## config.mk

```make
export PLATFORM = sky130hd
export DESIGN_NAME = gift_subcells_seq
export DESIGN_NICKNAME = d
export VERILOG_FILES = /design/src/rtl/gift_pkg.sv /design/src/rtl/gift_sbox.sv /design/src/rtl/gift_subcells_seq.sv
export SDC_FILE = /design/constraint.sdc
export NUM_CORES = 1
export LEC_CHECK = 0
export CORE_MARGIN = 8
export CORE_UTILIZATION = 45
export CTS_CLUSTER_DIAMETER = 100
export DETAILED_ROUTE_END_ITERATION = 12
export PLACE_DENSITY_LB_ADDON = 0.05
export SLEW_MARGIN = 20
export SYNTH_ARGS = -nofsm -noshare
export SYNTH_HDL_FRONTEND = slang
export SYNTH_SLANG_ARGS = --single-unit
```

## constraint.sdc

```tcl
create_clock -name clk -period 8.7 [get_ports clk]
set_clock_uncertainty 0.15 [all_clocks]
set_input_delay 1.74 -clock clk [delete_from_list [all_inputs] [get_ports clk]]
set_output_delay 1.74 -clock clk [all_outputs]
set_load 0.05 [all_outputs]
```

## src/rtl/gift_pkg.sv

```systemverilog
// rtl/gift_pkg.sv - shared GIFT tables, state widths and SubCells FSM encodings
package gift_pkg;

  // Nibble x occupies bits [4x+3:4x]
  localparam logic [63:0] GIFT_SBOX     = 64'he8057bd293f6c4a1;
  localparam logic [63:0] GIFT_INV_SBOX = 64'h5f93a17eb4c2680d;

  localparam int GIFT64_NB    = 8;
  localparam int GIFT128_NB   = 16;
  localparam int GIFT64_BITS  = 8 * GIFT64_NB;
  localparam int GIFT128_BITS = 8 * GIFT128_NB;

  typedef enum logic [1:0] {
    ST_IDLE = 2'd0,
    ST_SUB  = 2'd1,
    ST_DONE = 2'd2
  } gift_fsm_e;

  function automatic logic [3:0] gift_sbox_nib(input logic [3:0] x);
    return GIFT_SBOX[{x, 2'b00} +: 4];
  endfunction

  function automatic logic [3:0] gift_inv_sbox_nib(input logic [3:0] x);
    return GIFT_INV_SBOX[{x, 2'b00} +: 4];
  endfunction

endpackage

```

## src/rtl/gift_sbox.sv

```systemverilog
// rtl/gift_sbox.sv - forward GIFT S-box on one byte (two independent nibbles)
module gift_sbox
  import gift_pkg::*;
(
  input  logic [7:0] din,
  output logic [7:0] dout
);

  // Both nibbles go through the same 4-bit table independently
  always_comb begin
    dout[3:0] = gift_sbox_nib(din[3:0]);
    dout[7:4] = gift_sbox_nib(din[7:4]);
  end

endmodule

```

## src/rtl/gift_subcells_seq.sv

```systemverilog
// rtl/gift_subcells_seq.sv - byte-serial forward GIFT SubCells with valid/ready handshakes
module gift_subcells_seq
  import gift_pkg::*;
#(
  parameter int NB = 8,
  parameter int CW = $clog2(NB) + 1
) (
  input  logic            clk,
  input  logic            rst,
  input  logic            in_valid,
  output logic            in_ready,
  input  logic [8*NB-1:0] in_state,
  output logic            out_valid,
  input  logic            out_ready,
  output logic [8*NB-1:0] out_state,
  output logic            busy
);

  localparam logic [CW-1:0] LAST = CW'(NB - 1);

  gift_fsm_e       st, st_d;
  logic [CW-1:0]   idx;
  logic [8*NB-1:0] state_q;
  logic [7:0]      sbox_in;
  logic [7:0]      sbox_out;
  logic            accept;

  assign sbox_in   = state_q[8*idx +: 8];
  assign out_state = state_q;

  gift_sbox u_sbox (
    .din  (sbox_in),
    .dout (sbox_out)
  );

  // Next-state and handshake outputs; state only advances on the handshakes or the last byte
  always_comb begin
    st_d      = st;
    in_ready  = 1'b0;
    out_valid = 1'b0;
    busy      = 1'b0;
    accept    = 1'b0;
    case (st)
      ST_IDLE: begin
        in_ready = 1'b1;
        accept   = in_valid;
        if (in_valid) st_d = ST_SUB;
      end
      ST_SUB: begin
        busy = 1'b1;
        if (idx == LAST) st_d = ST_DONE;
      end
      ST_DONE: begin
        busy      = 1'b1;
        out_valid = 1'b1;
        if (out_ready) st_d = ST_IDLE;
      end
      default: st_d = ST_IDLE;
    endcase
  end

  // FSM register plus in-place datapath: load on accept, one byte per SUB cycle
  always_ff @(posedge clk) begin
    if (rst) begin
      st      <= ST_IDLE;
      idx     <= '0;
      state_q <= '0;
    end else begin
      st <= st_d;
      if (accept) begin
        state_q <= in_state;
        idx     <= '0;
      end else if (st == ST_SUB) begin
        state_q[8*idx +: 8] <= sbox_out;
        if (idx != LAST) idx <= idx + 1'b1;
      end
    end
  end

endmodule

```

==> impl_results.md <==
- Status: completed
- DRC: 0
- Top cells by area, synth: dfxtp_1 (33%), a22oi_1 (8.4%), mux4_2 (7.5%), mux2i_1 (4.5%), ha_1 (3.9%)
- First DRT Iteration DRCs: 441
- Clock latency on the worst-skew pair: 340 ps
- Avg Vias per Cell: 6.26
- GR Overflow Total: 0
- H-tree depth: 3
- Post-synth EDFFs: 0
- RD Place Congestion: 0.966
- Die extent in x: 113 um
- Worst EP required: 8800 ps
- Synth Area in XOR/XNOR: 1.66%
- Leak: 2.09 nW
- Share of layout cells above drive strength 1: 11.1%
- Post-CTS setup buffer count: 0
- Largest net degree at the start of global routing: 62
- WHS Path Cells: 2
- Worst slew pin tran: 1100 ps
- Min-delay src: out_state[35]
- Placement Setup Slack: 4180 ps
- Most frequent cells in the layout: clkdlybuf4s50_1 (133), dfxtp_1 (70), a22oi_1 (47)
- Cell Area, Synth: 0.00421 mm^2
- Clock sink count: 70
- Fmax: 0.235 GHz
- Pwr/cell area: 208 mW/mm^2
- Asr flop ratio synth: 0%
- Crit end category: flop
- Unrepaired setup endpoints after global routing: false
- Final WS setup: 4440 ps
- Worst Hold End: out_state[35]
- Via count: 4,400
- Relative slew slack: 26.5%
- GRT Resource Usage Total: 25.2%
- Number of synthesized register bits: 70
- Initial Util: 46.0%
- Number of antenna violations at the first check in global routing: 0
- WL final: 16.3 mm
- Reg2reg start: idx[3]
- Main synth FF type: dfxtp_1
- Mux cell area share after synthesis: 15.0%
- Core Region: 0.00915 mm^2
- Max cap viols: 0
- Final setup vio count: 0
- Crit path cell chain: clkdlybuf4s50_1 > and2_2 > buf_4 > nor4_1 > and2_0 > nand3_1 > o32ai_1
- Mean Syn Cell Area: 9.08 um^2
- Largest family of logic cells by synthesized area: compound AO/OA/AOI/OAI gates
- Port Buffers: 134
- Final Net Count: 668
- Clock root buffer: clkbuf_8
- Io pins: 135
- Tmin final: 4260 ps
- DR WL/cell: 23.1 um
- HP Class: reg -> reg
- Critical path launch point: in_valid
- Commonest non-fill, non-tap cell in the layout: clkdlybuf4s50_1
- RR Endpoint: out_state[26]
- Post-Synthesis Net Count: 545
- Slowest stage cell, crit path: and2_0
- Vias in the first global route: 4,533
- Fin crit share: 48.9%
- Synth Area in Compound Gates: 26.7%
- Setup TNS: 0 ps
- DRT Pass-1 Iters: 8
- Post-synth top area share: 33.3%
- WP buf/inv: 2
- Post-Synth Simple-Gate Area: 15.1%
- Full die area: 0.0127 mm^2
- Post-Synth Adder-Cell Area: 3.86%
- CP arrival: 4360 ps
- Chip height: 113 um
- N_diodes: 0
- CP Class: in -> reg
- Post-synth top area cell: dfxtp_1
- Detailed Place HPWL: 11.9 mm
- CP Max Fanout: 61
- Seq/Total Area, Yosys: 33.3%
- Area Growth Syn to Fin: 37.7%
- Synth Warn #: 0
- Reg2reg path depth: 7
- CTS Buf Count: 9
- Crit path max-delay family: simple AND/OR/NAND/NOR gates
- Startpoint Class: input pin
- Worst VDD drop: 0.107 mV
- Hold Buf Count CTS: 0
- Clock slew at the register clock pins of the worst setup and hold paths: 80 ps
- Crit path largest cell delay: 510 ps
- Global-route wire length before repair: 25.2 mm
- # rows: 35
- Post-CTS Resized: 0
- Post-synth cell types: 59
- Hold Fails Final Rpt: 0
- TritonCTS clock tree: done
- Syn Inst Count: 464
- Post-DRT Antenna Nets: 0
- Fin. max-slew vios: 0
- R2r setup slk: 5150 ps
- CTS Buffer Depth: 2
layout make-up:
type	instances	area, um^2
Clock inverter	6	67.6
Clock buffer	10	138
Tap cell	111	139
Fill cell	815	3350
Sequential cell	70	1400
Inverter	11	41.3
Multi-Input combinational cell	355	2630
Timing Repair Buffer	140	1380
metrics by stage:
| stage | hold WS, ps | instances | area, um^2 | utilization [%] | power, mW |
|---|---|---|---|---|---|
| after floorplan | 341 | 464 | 4210 | - | 0.744 |
| after global placement | 353 | 687 | 5590 | 61.1 | 0.924 |
| after detailed placement | 352 | 687 | 5590 | 61.1 | 0.927 |
| after CTS | 372 | 703 | 5790 | 63.3 | 1.20 |
| after global routing | 388 | 703 | 5800 | 63.3 | 1.26 |
| final | 369 | 703 | 5800 | 63.3 | 1.21 |
synth_stat cells (4+ instances only):
cell type and instances:
xor2_1 4, nand3_1 21, nand2_1 36, o21ai_1 6, a21oi_1 30, mux2_2 4, mux4_2 14, ha_1 13
clkbuf_1 17, o22ai_1 13, a22oi_1 47, nand2b_1 5, dfxtp_1 70, buf_2 4, a222oi_1 7, a31oi_1 7
a21o_1 4, o21bai_1 4, mux2i_1 19, nor2_1 35, and3_1 6, o21ai_0 19, or2_2 4, inv_1 9
xnor2_1 4, a31o_2 6
worst max path at each step:
stage,endpoint,slack [ps],cells after the start
after floorplan,out_state[26],5470,6
after global placement,out_state[26],4270,7
after detailed placement,out_state[26],4180,7
after CTS,out_state[26],4550,7
after global routing,out_state[26],4460,7
final,out_state[26],4440,7
kinds of logic (layout without fill, tap and decap cells):
group,after synthesis,after routing
compound gates,164,164
simple gates,129,129
flops,70,70
mux,41,41
buf+inv,39,167
fa+ha+maj,13,13
xor+xnor,8,8
report_power, final:
part	internal (mW)	switching, mW	leakage (nW)	total (mW)
registers	0.354	0.0319	0.575	0.386
clock network	0.142	0.136	0.0993	0.277
logic	0.197	0.347	1.42	0.544
worst min-delay path, stage by stage (launching register included):
cell and delay (ps):
dfxtp_1 360, a22oi_1 70, nand2_1 60
per-layer routing:
metal	vias up	wire length [um]	GRT usage, %
met5	-	0	0
met4	0	480	11.7
met3	35	1400	6.60
met2	234	7520	40.1
met1	2099	6870	31.1
li1	2032	-	-
state kept, by name (all words and copies together), names as in the netlist:
| register | flops |
|---|---|
| out_state | 64 |
| idx | 4 |
| st | 2 |
Note: power is estimated with default switching activity, not from simulation.
